===== config.mk =====
export PLATFORM = sky130hd
export DESIGN_NAME = dma_read_arbiter_rr
export DESIGN_NICKNAME = d
export VERILOG_FILES = /design/src/rtl/dma_read_arbiter_rr.sv
export SDC_FILE = /design/constraint.sdc
export NUM_CORES = 1
export LEC_CHECK = 0
export BUFFER_PORTS_ARGS = -buffer_cell sky130_fd_sc_hd__buf_2
export CAP_MARGIN = 20
export CORE_MARGIN = 2
export CORE_UTILIZATION = 40
export CTS_CLUSTER_DIAMETER = 30
export DETAILED_ROUTE_END_ITERATION = 12
export PLACE_DENSITY = 0.84
export SYNTH_ARGS = -nofsm -noshare
export SYNTH_HDL_FRONTEND = slang
export SYNTH_SLANG_ARGS = --single-unit

===== constraint.sdc =====
create_clock -name i_clk -period 4.1 [get_ports i_clk]
set_clock_uncertainty 0.1 [all_clocks]
set_input_delay 0.205 -clock i_clk [delete_from_list [all_inputs] [get_ports i_clk]]
set_output_delay 0.205 -clock i_clk [all_outputs]
set_load 0.03 [all_outputs]

===== src/rtl/dma_read_arbiter_rr.sv =====
// N-path arbiter in front of a single DMA read engine: round-robin or fixed-priority grant,
// registered request onto the engine, one-cycle done/err pulse back to the granted path.
module dma_read_arbiter_rr #(
    parameter int P_PATHS   = 2,
    parameter int P_ADDR_W  = 32,
    parameter int P_LEN_W   = 10,
    parameter int P_MODE    = 0,
    parameter int P_TIMEOUT = 0,
    parameter int P_TMO_W   = 16
) (
    input  logic                          i_clk,
    input  logic                          i_rst_n,
    input  logic [P_PATHS*P_ADDR_W-1:0]   ar_dma_read_addr,
    input  logic [P_PATHS*P_LEN_W-1:0]    ar_dma_read_len,
    input  logic [P_PATHS-1:0]            ar_dma_read_valid,
    output logic [P_PATHS-1:0]            ar_dma_done,
    output logic [P_PATHS-1:0]            ar_dma_err,
    output logic [P_ADDR_W-1:0]           dma_read_addr,
    output logic [P_LEN_W-1:0]            dma_read_len,
    output logic                          dma_valid,
    input  logic                          dma_done,
    output logic                          o_busy,
    output logic [$clog2(P_PATHS)-1:0]    o_grant_idx
);

    localparam int IDX_W = $clog2(P_PATHS);
    localparam logic [IDX_W-1:0]   LAST_IDX  = IDX_W'(P_PATHS - 1);
    localparam logic [IDX_W:0]     PATHS_EXT = (IDX_W + 1)'(P_PATHS);
    localparam logic [P_TMO_W-1:0] TMO_LAST  = P_TMO_W'(P_TIMEOUT - 1);

    typedef enum logic [1:0] {
        ST_IDLE,
        ST_WAIT,
        ST_RELEASE
    } state_t;

    state_t               state_q, state_d;
    logic [IDX_W-1:0]     ptr_q, ptr_d;
    logic [IDX_W-1:0]     grant_q, grant_d;
    logic [P_TMO_W-1:0]   wdog_q, wdog_d;
    logic [P_ADDR_W-1:0]  addr_q, addr_d;
    logic [P_LEN_W-1:0]   len_q, len_d;
    logic                 valid_q, valid_d;
    logic [P_PATHS-1:0]   done_q, done_d;
    logic [P_PATHS-1:0]   err_q, err_d;

    logic [P_ADDR_W-1:0]  req_addr [P_PATHS];
    logic [P_LEN_W-1:0]   req_len  [P_PATHS];

    for (genvar j = 0; j < P_PATHS; j++) begin : g_unpack
        assign req_addr[j] = ar_dma_read_addr[j*P_ADDR_W +: P_ADDR_W];
        assign req_len[j]  = ar_dma_read_len[j*P_LEN_W +: P_LEN_W];
    end

    logic [IDX_W-1:0] search_base;
    logic [IDX_W:0]   cand_sum;
    logic [IDX_W-1:0] win_idx;
    logic             win_found;

    // Fixed priority is a cyclic search that always starts just after the last index.
    always_comb begin
        search_base = (P_MODE == 1) ? LAST_IDX : ptr_q;
        cand_sum    = '0;
        win_idx     = '0;
        win_found   = 1'b0;
        // Walk backwards so the last hit is the first path in cyclic order.
        for (int k = P_PATHS; k >= 1; k--) begin
            cand_sum = {1'b0, search_base} + (IDX_W + 1)'(k);
            if (cand_sum >= PATHS_EXT) begin
                cand_sum = cand_sum - PATHS_EXT;
            end
            if (ar_dma_read_valid[cand_sum[IDX_W-1:0]]) begin
                win_found = 1'b1;
                win_idx   = cand_sum[IDX_W-1:0];
            end
        end
    end

    // NOTE: every _d starts from its _q (or zero for pulses) so no path leaves it unassigned and no latch is inferred.
    always_comb begin
        state_d = state_q;
        ptr_d   = ptr_q;
        grant_d = grant_q;
        wdog_d  = wdog_q;
        addr_d  = addr_q;
        len_d   = len_q;
        valid_d = valid_q;
        done_d  = '0;
        err_d   = '0;
        unique case (state_q)
            ST_IDLE: begin
                if (win_found) begin
                    addr_d  = req_addr[win_idx];
                    len_d   = req_len[win_idx];
                    valid_d = 1'b1;
                    grant_d = win_idx;
                    wdog_d  = '0;
                    if (P_MODE == 0) begin
                        ptr_d = win_idx;
                    end
                    state_d = ST_WAIT;
                end
            end
            ST_WAIT: begin
                if (dma_done) begin
                    valid_d          = 1'b0;
                    done_d[grant_q]  = 1'b1;
                    state_d          = ST_RELEASE;
                end else if (P_TIMEOUT != 0 && wdog_q == TMO_LAST) begin
                    valid_d          = 1'b0;
                    err_d[grant_q]   = 1'b1;
                    state_d          = ST_RELEASE;
                end else if (wdog_q != '1) begin
                    wdog_d = wdog_q + 1'b1;
                end
            end
            ST_RELEASE: begin
                state_d = ST_IDLE;
            end
            default: begin
                state_d = ST_IDLE;
            end
        endcase
    end

    // NOTE: sequential state uses non-blocking assignments only; all next values come from the comb block above.
    always_ff @(posedge i_clk or negedge i_rst_n) begin
        if (!i_rst_n) begin
            state_q <= ST_IDLE;
            ptr_q   <= LAST_IDX;
            grant_q <= '0;
            wdog_q  <= '0;
            addr_q  <= '0;
            len_q   <= '0;
            valid_q <= 1'b0;
            done_q  <= '0;
            err_q   <= '0;
        end else begin
            state_q <= state_d;
            ptr_q   <= ptr_d;
            grant_q <= grant_d;
            wdog_q  <= wdog_d;
            addr_q  <= addr_d;
            len_q   <= len_d;
            valid_q <= valid_d;
            done_q  <= done_d;
            err_q   <= err_d;
        end
    end

    assign dma_read_addr = addr_q;
    assign dma_read_len  = len_q;
    assign dma_valid     = valid_q;
    assign ar_dma_done   = done_q;
    assign ar_dma_err    = err_q;
    assign o_grant_idx   = grant_q;
    assign o_busy        = (state_q != ST_IDLE);

endmodule

==> results.toml <==
[place]
placed_cells = 362
gp_congestion = 0.684
dp_hpwl_mm = 3.55
io_buffers = 135

[die]
dieArea_mm2 = 0.00690
coreArea_mm2 = 0.00599
initial_core_util_pct = 41.8
fp.dieW_um = 83.1
ios = 138
die_h_um = 83.1
rows = 28

[yosys]
yosys.cell_types.count = 20
synth.top_cell.area_share_pct = 48.0
synthCells = 160
synth_area_per_cell_um2 = 15.6
async_reset_ff_share_pct = 100
synth_ff_type = "dfrtp_1"
yosys-top-cells-area = "dfrtp_1 (48%), mux2_4 (23%), mux2_2 (20%)"
yosys.area.top_type = "dfrtp_1"
synth-seq-area-share_pct = 49.1
synth_edf_count = 0
ys_seq_elements = 49
yosys_warnings = 0
yosysMostFrequentCell = "dfrtp_1"
yosys-top-cells-count = "dfrtp_1 (48), mux2_2 (45), mux2_4 (39)"
syn_area_mm2 = 0.00250

[critical_path]
worstPathCellList = "a21bo_2 -> buf_4 -> mux2_2 -> mux2_2"
crit_family = "multiplexers"
cp_max_fo = 43
startpoint = "ptr_q$_DFFE_PN1P_"
crit_path_end_kind = "flop"
cp-start-kind = "flop"
crit_path_frequent_cell = "mux2_2"
criticalPathCategory = "flop to flop"
cpPeakStageDelay_ns = 0.59
rr_startpoint = "ptr_q$_DFFE_PN1P_"
cp_num_buf_inv = 1
required_ns = 4.17
worst_ep_arrival_time_ns = 2.24
slowest_stage = "buf_4"

[layout]
area_delta_synth_final_pct = 33.7
fin_cells = 372
finalNetCount = 385
diodes = 0
drive_gt1_share_pct = 78.5

[route]
detail_route.first_pass.iterations = 3
drc = 0
wl_per_cell_um = 12.8
vias_per_cell = 4.72
routed_wl_mm = 4.77
drt-initial-drc-count = 37
num_vias = 1757
drtAntennaViolNets = 0

[pwr]
ir_worst_vdd_mv = 0.401
powerDensity_mw_per_mm2 = 743
power_leakage_nw = 1.76

[grt]
antenna_found_initial = 0
grt_pass1_wl_mm = 8.19
grt_pass1_vias = 1862
grt_max_degree = 50
grt_overflow_total = 0
track_usage_pct = 14.3

[clock_network]
root_buffer = "clkbuf_8"
cts_tree = "done"
clk_latency_ns = 0.29
cts.reportedPaths.clkPinSlew_ns = 0.08
clockBufferDepth = 2
cts_buffers = 5
cts_resized = 0
cts_sinks = 49
h-tree-depth = 2

[sta]
fin_setup_tns_ns = 0
max_freq_mhz = 461
setup_viol = 0
hold_ws_ns = 0.0177
maxSlewHeadroom_pct = 50.4
finalCritPeriodShare_pct = 52.9
report.final.slew_viol_count = 0
worst_pin_slew_ns = 0.743
min_period_ns = 2.17
rsz0062_at_grt = "no"
finalHoldViolations = 0

[job]
cap_violations = 0

[min_path]
holdCritPathClass = "input port to flop"
worstHoldStart = "dma_done"

[outcome]
status = "completed"
-- path summary, 6_finish.rpt --
kind                                                 end  slack (ns)  cells past startpoint
setup / recovery             dma_read_len[5]$_DFFE_PN0P_        1.93                      4
hold / removal                    state_q[0]$_DFFE_PN0P_        0.02                      2
setup reg to reg             dma_read_len[5]$_DFFE_PN0P_        1.93                      4
hold reg to reg                 ar_dma_done[0]$_DFF_PN0_        0.38                      1
max in group asynchronous  dma_read_addr[14]$_DFFE_PN0P_        3.02                      3
min in group asynchronous  dma_read_addr[19]$_DFFE_PN0P_        0.35                      2
-- metrics by stage --
stage / setup WS, ns / cell area (µm²) / util [%] / power, W
after floorplan: 2.42 / 2500 / - / 0.00185
after global placement: 1.98 / 3210 / 53.5 / 0.00218
after detailed placement: 1.94 / 3210 / 53.5 / 0.00221
after CTS: 1.92 / 3310 / 55.2 / 0.00252
after global routing: 1.85 / 3340 / 55.8 / 0.00263
final: 1.93 / 3340 / 55.8 / 0.00248
-- what timing repair did --
action                    CTS  global route
hold buffers                0             1
hold endpoints to repair    0            23
setup buffers               0             0
-- layout make-up --
type / count / area [µm²]
clock inverter: 1 / 5.00
clock buffer: 7 / 96.3
sequential: 49 / 1230
timing repair buffer: 139 / 728
multi-input combinational: 99 / 1190
tap: 75 / 93.8
inverter: 2 / 7.51
fill: 537 / 2650
-- per-layer routing --
| layer | global-route usage (%) | up-vias | routed length [µm] | share of wire, % |
|---|---|---|---|---|
| met5 | 0 | - | 0 | 0 |
| met3 | 4.37 | 5 | 372 | 7.8 |
| met1 | 14.8 | 843 | 1820 | 38 |
| met2 | 27.7 | 76 | 2550 | 53 |
| li1 | - | 833 | - | - |
| met4 | 3.28 | 0 | 25 | 0.52 |
-- state kept, by name, summed over array words and instances, names as in the netlist --
| register | flops |
|---|---|
| dma_read_addr | 32 |
| dma_valid | 1 |
| state_q | 2 |
| ar_dma_done | 2 |
| ptr_q | 1 |
| o_grant_idx | 1 |
| dma_read_len | 10 |
-- cell usage in the layout, fill, tap and decap left out, drive strengths merged --
cell	n
a21bo	1
a21oi	1
a31oi	1
and2	1
buf	138
clkbuf	7
clkinv	1
conb	2
dfrtp	48
dfstp	1
dlygate4sd3	1
inv	2
mux2	84
nand2	2
nand2b	1
nand3b	1
nor2	2
o21ai	2
o2bb2ai	1
-- cells by family after synthesis --
kind of cell	after synthesis	share of synthesized area, %
multiplexers	84	43.7
buffers and inverters	13	3.95
AND/OR/NAND/NOR	7	1.40
AO/OA/AOI/OAI	6	1.75
other	1	0.150
flip-flops	49	49.1
-- power by group --
group	switching (W)	internal, W
clock network	0.000145	0.000152
logic	0.000798	0.000553
registers	0.000108	0.000728
No activity file was read; power rests on OpenSTA's default activity.
